==> config.mk <==
export PLATFORM = sky130hd
export DESIGN_NAME = lectura_fecha_rtc
export DESIGN_NICKNAME = d
export VERILOG_FILES = /design/src/rtl/lectura_fecha_rtc.sv
export SDC_FILE = /design/constraint.sdc
export NUM_CORES = 1
export LEC_CHECK = 0
export CAP_MARGIN = 15
export CORE_UTILIZATION = 46
export CTS_CLUSTER_DIAMETER = 50
export DETAILED_ROUTE_END_ITERATION = 6
export PLACE_DENSITY = 0.75
export SLEW_MARGIN = 20
export SYNTH_ARGS = -nofsm -noshare
export SYNTH_HDL_FRONTEND = slang
export SYNTH_SLANG_ARGS = --single-unit
==> constraint.sdc <==
create_clock -name reloj -period 2.32 [get_ports reloj]
set_clock_uncertainty 0.2 [all_clocks]
set_input_delay 0.348 -clock reloj [delete_from_list [all_inputs] [get_ports reloj]]
set_output_delay 0.348 -clock reloj [all_outputs]
set_load 0.01 [all_outputs]
==> src/rtl/lectura_fecha_rtc.sv <==
// Read sequencer for an external RTC on a multiplexed address/data bus: reads day, month, year
// into shadows, range-checks them and commits atomically. Define LECTURA_HORA_EN to also read sec/min/hour.
module lectura_fecha_rtc #(
  parameter int T_FASE = 8
) (
  input  logic       reloj,
  input  logic       resetM,
  input  logic       iniciar,
  input  logic [7:0] AD_in,
  output logic [7:0] AD_out,
  output logic       AD_oe,
  output logic       CS_n,
  output logic       RD_n,
  output logic       WR_n,
  output logic       A_D_n,
  output logic [7:0] OUT_diaf,
  output logic [7:0] OUT_mesf,
  output logic [7:0] OUT_anof,
`ifdef LECTURA_HORA_EN
  output logic [7:0] OUT_seg,
  output logic [7:0] OUT_min,
  output logic [7:0] OUT_hora,
`endif
  output logic       dato_valido,
  output logic       ocupado,
  output logic       error_bcd,
  output logic [2:0] estado
);

`ifdef LECTURA_HORA_EN
  localparam int N = 6;
  localparam logic [7:0] DIR_BASE = 8'h21;
`else
  localparam int N = 3;
  localparam logic [7:0] DIR_BASE = 8'h24;
`endif
  localparam int D  = N - 3;
  localparam int CW = $clog2(T_FASE);
  localparam int IW = $clog2(N);

  typedef enum logic [2:0] {IDLE, ADDR, GAP_A, READ, GAP_R, COMMIT} estado_t;

  estado_t        st;
  logic [CW-1:0]  cnt;
  logic [IW-1:0]  idx;
  logic [7:0]     sh [N];
  logic           fin;
  logic           valido;

  assign estado = st;
  assign fin    = (cnt == CW'(T_FASE - 1));

  // Valid BCD bytes order the same as their decimal values, so plain byte bounds suffice.
  function automatic logic bcd_en_rango(input logic [7:0] b, input logic [7:0] lo, input logic [7:0] hi);
    return (b[7:4] <= 4'd9) && (b[3:0] <= 4'd9) && (b >= lo) && (b <= hi);
  endfunction

  always_comb begin
    valido = bcd_en_rango(sh[D], 8'h01, 8'h31) &&
             bcd_en_rango(sh[D+1], 8'h01, 8'h12) &&
             bcd_en_rango(sh[D+2], 8'h00, 8'h99);
`ifdef LECTURA_HORA_EN
    valido = valido && bcd_en_rango(sh[0], 8'h00, 8'h59) &&
             bcd_en_rango(sh[1], 8'h00, 8'h59) && bcd_en_rango(sh[2], 8'h00, 8'h23);
`endif
  end

  always_ff @(posedge reloj) begin
    if (resetM) begin
      st          <= IDLE;
      cnt         <= '0;
      idx         <= '0;
      for (int i = 0; i < N; i++) sh[i] <= 8'h00;
      AD_out      <= 8'h00;
      AD_oe       <= 1'b0;
      CS_n        <= 1'b1;
      RD_n        <= 1'b1;
      WR_n        <= 1'b1;
      A_D_n       <= 1'b1;
      OUT_diaf    <= 8'h01;
      OUT_mesf    <= 8'h01;
      OUT_anof    <= 8'h00;
`ifdef LECTURA_HORA_EN
      OUT_seg     <= 8'h00;
      OUT_min     <= 8'h00;
      OUT_hora    <= 8'h00;
`endif
      dato_valido <= 1'b0;
      ocupado     <= 1'b0;
      error_bcd   <= 1'b0;
    end else begin
      dato_valido <= 1'b0;
      cnt <= (st == IDLE || st == COMMIT || fin) ? '0 : cnt + CW'(1);
      // Strobes are registered: each transition sets the levels of the phase being entered.
      case (st)
        IDLE: if (iniciar) begin
          st        <= ADDR;
          idx       <= '0;
          error_bcd <= 1'b0;
          ocupado   <= 1'b1;
          CS_n      <= 1'b0;
          WR_n      <= 1'b0;
          A_D_n     <= 1'b0;
          AD_oe     <= 1'b1;
          AD_out    <= DIR_BASE;
        end
        ADDR: if (fin) begin
          st    <= GAP_A;
          CS_n  <= 1'b1;
          WR_n  <= 1'b1;
          A_D_n <= 1'b1;
          AD_oe <= 1'b0;
        end
        GAP_A: if (fin) begin
          st   <= READ;
          CS_n <= 1'b0;
          RD_n <= 1'b0;
        end
        READ: if (fin) begin
          st      <= GAP_R;
          sh[idx] <= AD_in;
          CS_n    <= 1'b1;
          RD_n    <= 1'b1;
        end
        GAP_R: if (fin) begin
          if (idx != IW'(N - 1)) begin
            st     <= ADDR;
            idx    <= idx + IW'(1);
            CS_n   <= 1'b0;
            WR_n   <= 1'b0;
            A_D_n  <= 1'b0;
            AD_oe  <= 1'b1;
            AD_out <= DIR_BASE + 8'(idx) + 8'd1;
          end else begin
            st <= COMMIT;
          end
        end
        COMMIT: begin
          if (valido) begin
            OUT_diaf    <= sh[D];
            OUT_mesf    <= sh[D+1];
            OUT_anof    <= sh[D+2];
`ifdef LECTURA_HORA_EN
            OUT_seg     <= sh[0];
            OUT_min     <= sh[1];
            OUT_hora    <= sh[2];
`endif
            dato_valido <= 1'b1;
          end else begin
            error_bcd <= 1'b1;
          end
          st      <= IDLE;
          ocupado <= 1'b0;
        end
        default: st <= IDLE;
      endcase
    end
  end

endmodule
==> metrics.txt, run 1 <==
status complete, no violations; worst path cell trace clkdlybuf4s50_1; layout cells sized above 1 0.08696; CTS Hold Bufs 0; mean post-synth cell area 10.47 um2; final hold viol count 0; Max Used Layer met4; Yosys warning count 0; min-delay src cnt[0]; CTS tree built; Antenna diodes 0; post-synthesis adder-cell area fraction 0.02686; Overall Global Routing Usage 0.1720; top-area cell type share of the netlist area 0.3008; via count 2056; synth top area cells dfxtp_1 30%, edfxtp_1 26%, mux2i_1 7.2%, nand2_1 5.5%, and3_1 5.4%; IO buf count 50; max-cap viol count 0; RePlAce Congestion 0.8357; Worst path slowest cell clkdlybuf4s50_1; final WL 5.294 mm; total power 2.233 mW; Seq/Total Area, Yosys 0.5586; core box area 0.005886 mm2; die area 0.006392 mm2; Setup TNS 0 ps; number of global-route vias before repair 1819; Crit. Startpoint estado[1]; Synth Area in XOR/XNOR 0.006267; Post-DP HPWL 3.842 mm; CP Launch Type flip-flop; drt first pass iters 4; area grow syn2layout 26.95%; Critical R2R Launch idx[0]; maximum clock path buffer count 2; Inserted Clock Buffers 9; CP Max Fanout 14; # Post-CTS Setup Buffers 0; clk sinks 66; Crit Path Class flip-flop to primary output; Final Max Tran Viols 0; commonest non-fill, non-tap cell in the layout clkdlybuf4s50_1; WP data required 1770 ps; I/O pin total 54; Via density 5.179; drt drc 0; Root Buffer clkbuf_8; Post-Synthesis Cell Area 0.002795 mm2; Post-Route Utilization 0.6029; M1 WL between 2 and 2.5 mm; fin crit share 0.8992; htree depth 3; commonest non-fill, non-tap cells in the layout 50 x clkdlybuf4s50_1, 42 x dfxtp_1, 41 x nand2_1, 24 x and3_1, 24 x edfxtp_1; synthesized-area fraction occupied by and/or/nand/nor cells 0.2010; cell family with most CP delay buffers and inverters; met3 wire length 209 um; Fill cells between 400 and 500; number of synthesized register bits 66; Mapped Cells roughly 270; Lkg Pwr 1.378 nW; largest family of logic cells by synthesized area simple AND/OR/NAND/NOR gates; GRT Residual Overflow 0; largest net degree at the start of global routing 36; mux share of post-synthesis cell area 0.07162; peak supply drop between 300 and 400 uV; Netlist cell types 41; asr flop ratio synth 0; RSZ-0062 raised after global routing no; std cell rows 28; Crit. End Element primary output; DR WL/cell 13.34 um; post-cts sizing count 0; CP max stage delay 620 ps; die span in y around 80 um; initial antenna violation count 0; routed wl met2 around 2.6 mm; Pwr Density 629.4 mW/mm2; flop2flop setup slack 260 ps; Initial DRC Count 106; first-pass GRT wire length between 8 and 9 mm; Final #Nets between 300 and 400; Chip Width about 80 um; Compound-Gate Fraction of Synth Area 0.08326; number of flops mapped to enable cells by yosys 24; Skew-Pair Late Insertion Delay 330 ps; final worst slack 233.8 ps; main flop type after synthesis dfxtp_1; Place WS about 67 ps; Starting Density 0.4749; fmax 479.4 MHz; Reg clk slew, reported paths 70 ps; Synth area leader dfxtp_1; worst min path class flip-flop to flip-flop; post-layout min period 2086 ps; worst path bufs/invs 1; Worst Path Arrival 1540 ps; Final Setup Violations 0; ANT nets after route 0
[worst paths after layout]
| check | cells past startpoint | end |
|---|---|---|
| worst max-delay path | 1 | estado[1] |
| worst min-delay path | 1 | cnt[0] |
| worst max register to register | 6 | A_D_n |
| worst min register to register | 1 | cnt[0] |
[power by group]
part / switching [mW] / internal (mW)
sequential: 0.0200 / 1.22
clock: 0.433 / 0.417
combinational: 0.0736 / 0.0656
total: 0.527 / 1.71
[registers in the layout, indices dropped and copies added, names as in the netlist, 3 cells and up]
register and flops:
AD_out 4, OUT_anof 8, OUT_mesf 8, estado 3, OUT_diaf 8, sh 24
cnt 3
[area by class of cell]
| class | instances | area [um2] | area share |
|---|---|---|---|
| Multi-Input combinational cell | 174 | 1104 | 0.3110 |
| Clock inverter | 6 | 40.04 | 0.01128 |
| Sequential cell | 66 | 1562 | 0.4401 |
| Clock buffer | 10 | 137.6 | 0.03879 |
| Inverter | 9 | 33.78 | 0.009520 |
| Tap cell | 75 | 93.84 | 0.02645 |
| Timing Repair Buffer | 57 | 578.1 | 0.1629 |
[logic make-up (layout without fill, tap and decap cells)]
kind of cell / after synthesis / after routing
mux: 20 / 20
compound gates: 37 / 37
buf+inv: 29 / 82
xor+xnor: 2 / 2
simple gates: 106 / 106
flops: 66 / 66
other cells: 1 / 3
fa+ha+maj: 6 / 6
[layer usage]
layer | track usage | vias to the layer above
li1 | - | 1023
met1 | 0.2134 | 971
met2 | 0.2795 | 53
met3 | 0.04000 | 9
met4 | 0.08571 | 0
met5 | 0 | -
[cell usage after synthesis, drive strengths merged (6+ instances only)]
cell	number
a21oi	9
nor2	13
clkbuf	13
buf	7
edfxtp	24
and3	24
nand2	41
dfxtp	42
ha	6
mux2i	20
o21ai	12
inv	9
[stage by stage]
step | instances | area, um2 | hold slack, ps
after floorplan | 269 | 2808 | 199.2
after global placement | 381 | 3371 | 208.1
after detailed placement | 381 | 3371 | 217.1
after CTS | 397 | 3548 | 226.3
after global routing | 397 | 3548 | 233.2
final | 397 | 3548 | 223.8
Note: power is estimated with default switching activity, not from simulation.
==> run 2: changes to the inputs <==
--- a/config.mk
+++ b/config.mk
@@ -6,10 +6,11 @@
 export NUM_CORES = 1
 export LEC_CHECK = 0
 export CAP_MARGIN = 15
-export CORE_UTILIZATION = 46
+export CORE_UTILIZATION = 51
 export CTS_CLUSTER_DIAMETER = 50
 export DETAILED_ROUTE_END_ITERATION = 6
-export PLACE_DENSITY = 0.75
+export PLACE_DENSITY = 0.79
+export SKIP_CTS_REPAIR_TIMING = 1
 export SLEW_MARGIN = 20
 export SYNTH_ARGS = -nofsm -noshare
 export SYNTH_HDL_FRONTEND = slang
==> constraint.sdc (replaced) <==
create_clock -name reloj -period 2.2 [get_ports reloj]
set_clock_uncertainty 0.2 [all_clocks]
set_input_delay 0.33 -clock reloj [delete_from_list [all_inputs] [get_ports reloj]]
set_output_delay 0.33 -clock reloj [all_outputs]
set_load 0.01 [all_outputs]
==> run 2 against run 1 <==
Against the previous run:
- sequential share of layout area down 0.43 points
- setup slack worse by 100 ps
- count of clock-buffer cells in the layout up 4
- combinational power up 12%
- routed wire length up 4.8%
- utilization up 8.6 points
- critical path depth up 4
- via count up 1.8%
- first-iteration DRC count down 4.7%
- cell count up 0.25%
- clock power up 6.1%
==> metrics.txt, run 2 (synthesized netlist as in run 1, its figures left out) <==
Sw Share 0.2229; Chip Width 76.03 um; worst min path class flip-flop to flip-flop; Final Setup Violations 0; initial antenna violation count 0; worst path cell trace ha_1 -> ha_1 -> nand2_1 -> nor3_2 -> a21o_1; most used cell along the critical path ha_1; min-delay src cnt[0]; DR WL/cell 13.93 um; Pwr Density 660.8 mW/mm2; Inserted Clock Buffers 9; max-cap viol count 0; fmax 483.7 MHz; Final #Nets 340; drt first pass iters 5; Hold WS 222.8 ps; CTS tree built; number of global-route vias before repair 2055; CP Launch Type flip-flop; R2R depth 5; RePlAce Congestion 0.8285; max FFs per register 24; Worst Path Arrival about 1900 ps; maximum clock path buffer count 2; RSZ-0062 raised after global routing no; core box area 0.005205 mm2; Initial DRC Count 101; flop2flop setup slack 130 ps; peak supply drop 493.3 uV; NetSw 0.5278 mW; Post-Route Utilization 0.6885; largest net degree at the start of global routing 36; Reg clk slew, reported paths 70 ps; Overall Global Routing Usage 0.2074; via count about 2100; commonest non-fill, non-tap cell in the layout clkdlybuf4s50_1; internal power 1.840 mW; status complete, no violations; clk sinks 66; Starting Density 0.5370; I/O pin total between 50 and 60; Antenna diodes 0; Post-DP HPWL between 3 and 4 mm; Clock Power Share 0.381; htree depth 3; die span in y 76.03 um; GRT Residual Overflow 0; Worst path slowest cell a21o_1; Root Buffer clkbuf_8; Biggest register sh; Worst Hold Path Cells 1; Via density 5.261; commonest non-fill, non-tap cells in the layout 50 x clkdlybuf4s50_1, 42 x dfxtp_1, 41 x nand2_1, 24 x and3_1, 24 x edfxtp_1; layout cells sized above 1 0.09146; CP max stage delay 390 ps; IO buf count 50; final hold viol count 0; Crit. Startpoint cnt[0]; CP Max Fanout 8; Lkg Pwr 1.402 nW; Rel. slew slack 0.6660; WP data required about 2000 ps; Worst Tran Pin Value 494.5 ps; Seq pwr share 0.553; WHS Endpoint cnt[0]; Skew-Pair Late Insertion Delay 340 ps; reg2reg end sh[1][7]; Crit Path Class flip-flop to flip-flop; ANT nets after route 0; Crit. End Element flip-flop; fin crit share 0.9398; Final Max Tran Viols 0; drt drc 0; die area 0.005781 mm2; Critical R2R Launch cnt[0]; Comb pwr share 0.066; post-layout min period ~2100 ps; first-pass GRT wire length 9.377 mm; final WL 5.546 mm; std cell rows 26; area grow syn2layout 28.20%
==> run 2: through the flow <==
step | cell area, um2 | TNS, ps | std cells | power, mW | setup slack, ps
after CTS | 3576 | -767.9 | 397 | 2.385 | -74.04
after detailed placement | 3402 | -596.1 | 381 | 1.492 | -106.2
final | 3583 | 0 | 398 | 2.368 | 132.5
after floorplan | 2809 | 0 | 269 | 1.420 | 17.05
after global placement | 3402 | -10.15 | 381 | 1.488 | -10.15
after global routing | 3583 | 0 | 398 | 2.448 | 14.81
==> run 2: cell type report <==
cell class | count | area (um2)
well taps | 70 | 87.58
clock buffers | 14 | 163.9
clock inverters | 2 | 10.01
repair buffers | 63 | 623.1
fillers | 420 | 1622
flip-flops and latches | 66 | 1562
inverters | 9 | 33.78
multi-input cells | 174 | 1104
==> run 2: worst max-delay path by stage <==
| stage | slack, ps | end |
|---|---|---|
| after floorplan | 20 | sh[0][0] |
| after global placement | -10 | AD_oe |
| after detailed placement | -110 | AD_oe |
| after CTS | -70 | OUT_diaf[2] |
| after global routing | 10 | sh[2][1] |
| final | 130 | sh[1][7] |
==> run 2: power groups by stage <==
stage          sequential [mW]  combinational [mW]  clock (mW)
2_1_floorplan             1.34              0.0832           0
3_3_place_gp              1.34               0.152           0
3_5_place_dp              1.34               0.156           0
4_1_cts                   1.31               0.156       0.918
5_1_grt                   1.31               0.171       0.965
6_report                  1.31               0.156       0.902
==> run 2: per-layer routing <==
metal / vias to the layer above / wire length (um) / track usage
met5: - / 0 / 0
met4: 0 / 166 / 0.1346
met3: 15 / 208 / 0.04192
met2: 51 / 2740 / 0.3409
met1: 992 / 2431 / 0.2480
li1: 1036 / - / -
==> run 2: worst max-delay path: cells and delay by family (launching register included) <==
kind                     cells  cell delay, ps
flip-flops                   1             340
AO/OA/AOI/OAI                1             390
adder cells (fa/ha/maj)      2             370
AND/OR/NAND/NOR              2             440
==> run 3: changes to the inputs <==
--- a/config.mk
+++ b/config.mk
@@ -6,9 +6,11 @@
 export NUM_CORES = 1
 export LEC_CHECK = 0
 export CAP_MARGIN = 15
+export CORE_MARGIN = 3
 export CORE_UTILIZATION = 51
 export CTS_CLUSTER_DIAMETER = 50
 export DETAILED_ROUTE_END_ITERATION = 6
+export HOLD_SLACK_MARGIN = 0.15
 export PLACE_DENSITY = 0.79
 export SKIP_CTS_REPAIR_TIMING = 1
 export SLEW_MARGIN = 20
==> run 3 against run 2 <==
Against the previous run:
- final area is 0.31% higher
- setup slack improved by 18 ps
- sequential cell count unchanged
- via count hardly changed
- register-to-register slack better by 20 ps
- utilization is 0.22 points higher
- sequential share of layout area shrank 0.14 points
- cell count unchanged
- sequential power about the same
- non-clock buffer count unchanged
- largest cell class unchanged
==> metrics.txt, run 3 (synthesized netlist as in run 1, its figures left out) <==
status complete, no violations; Final #Nets 340; area grow syn2layout 28.60%; htree depth 3; WP data required 2000 ps; max-cap viol count 0; max FFs per register 24; fin cells 398; die span in y 80.03 um; die area 0.006405 mm2; cell area after layout 0.003595 mm2; Storage cell area 0.001562 mm2; Final Max Tran Viols 0; number of global-route vias before repair 1978; Fill cells 406; CP Max Fanout 8; ANT nets after route 0; core box area 0.005205 mm2; CP Launch Type flip-flop; final WL 5.499 mm; Chip Width 80.03 um; Crit Path Class flip-flop to flip-flop; Lkg Pwr 1.408 nW; Worst path slowest cell a21o_1; Post-Route Utilization 0.6906; largest net degree at the start of global routing 36; min-delay src cnt[0]; clk sinks 66; GRT Residual Overflow 0; first-pass GRT wire length 9.163 mm; Crit. End Element flip-flop; Pwr Density 668.1 mW/mm2; IO buf count 50; Root Buffer clkbuf_8; RePlAce Congestion 0.7954; maximum clock path buffer count 2; fmax 487.8 MHz; initial antenna violation count 0; Starting Density 0.5370; Inserted Clock Buffers 9; NetSw 0.5338 mW; std cell rows 26; Crit. Startpoint cnt[0]; drt drc 0; Area after DPL 0.003410 mm2; post-layout min period 2050 ps; CP max stage delay 360 ps; Antenna diodes 0; Final Setup Violations 0; Via density about 5.3; Hold WS 224.6 ps; internal power roughly 1.9 mW; Overall Global Routing Usage 0.1885; commonest non-fill, non-tap cells in the layout 50 x clkdlybuf4s50_1, 42 x dfxtp_1, 41 x nand2_1, 24 x and3_1, 24 x edfxtp_1; Clock Power Share 0.391; commonest non-fill, non-tap cell in the layout clkdlybuf4s50_1; Sw Share 0.2223; placed instance count 382; via count 2092; DR WL/cell 13.82 um; layout cells sized above 1 0.09756; fin crit share 0.9317; Skew-Pair Late Insertion Delay 340 ps; peak supply drop ~540 uV; worst min path class flip-flop to flip-flop; Worst Path Arrival 1850 ps; Comb pwr share 0.063; I/O pin total 54; worst path bufs/invs 0; cell family with most CP delay simple AND/OR/NAND/NOR gates; Post-DP HPWL 3.952 mm; final hold viol count 0; Reg clk slew, reported paths 60 ps; Initial DRC Count between 90 and 100; Biggest register sh; drt first pass iters 4; Seq pwr share 0.546; CTS tree built; worst path cell trace ha_1 -> ha_1 -> nand2_1 -> nor3_2 -> a21o_1; Critical R2R Launch cnt[0]; most used cell along the critical path ha_1; area occupied by multi-input gates between 0.001 and 0.0015 mm2
## run 3: cell counts in the layout (fill, tap and decap cells not counted)
Identical to the previous run, type by type.
## run 3: per-stage QoR
stage	power [mW]	TNS (ps)	setup WS, ps
2_1_floorplan	1.420	0	17.05
3_3_place_gp	1.486	0	26.96
3_5_place_dp	1.489	-24.56	-18.82
4_1_cts	2.418	0	116.2
5_1_grt	2.485	-5.759	-2.433
6_report	2.402	0	150.2
## run 3: cell type report
type	instances	share of cell area
Clock buffer	14	0.04838
Clock inverter	2	0.002785
Inverter	9	0.009398
Multi-Input combinational cell	174	0.3073
Sequential cell	66	0.4344
Tap cell	70	0.02436
Timing Repair Buffer	63	0.1733
## run 3: metal layers
metal  up-vias  global-route usage  routed length [um]
met1       987              0.2266                2402
met2        51              0.3104                2734
met4         0             0.09628                 119
met5         -                   0                   0
li1       1043                   -                   -
met3        11             0.04740                 243
## run 3: path summary, 6_finish.rpt
path / endpoint / slack [ps] / depth (start not counted)
setup / recovery: sh[2][0] / 150 / 5
hold / removal: cnt[0] / 220 / 1
hold reg to reg: cnt[0] / 220 / 1
setup reg to reg: sh[2][0] / 150 / 5
## run 3: power by group through the flow
stage | clock network, mW | logic [mW] | registers [mW]
6_report | 0.938 | 0.151 | 1.31
2_1_floorplan | 0 | 0.0832 | 1.34
3_5_place_dp | 0 | 0.150 | 1.34
3_3_place_gp | 0 | 0.147 | 1.34
4_1_cts | 0.955 | 0.151 | 1.31
5_1_grt | 1.01 | 0.163 | 1.32
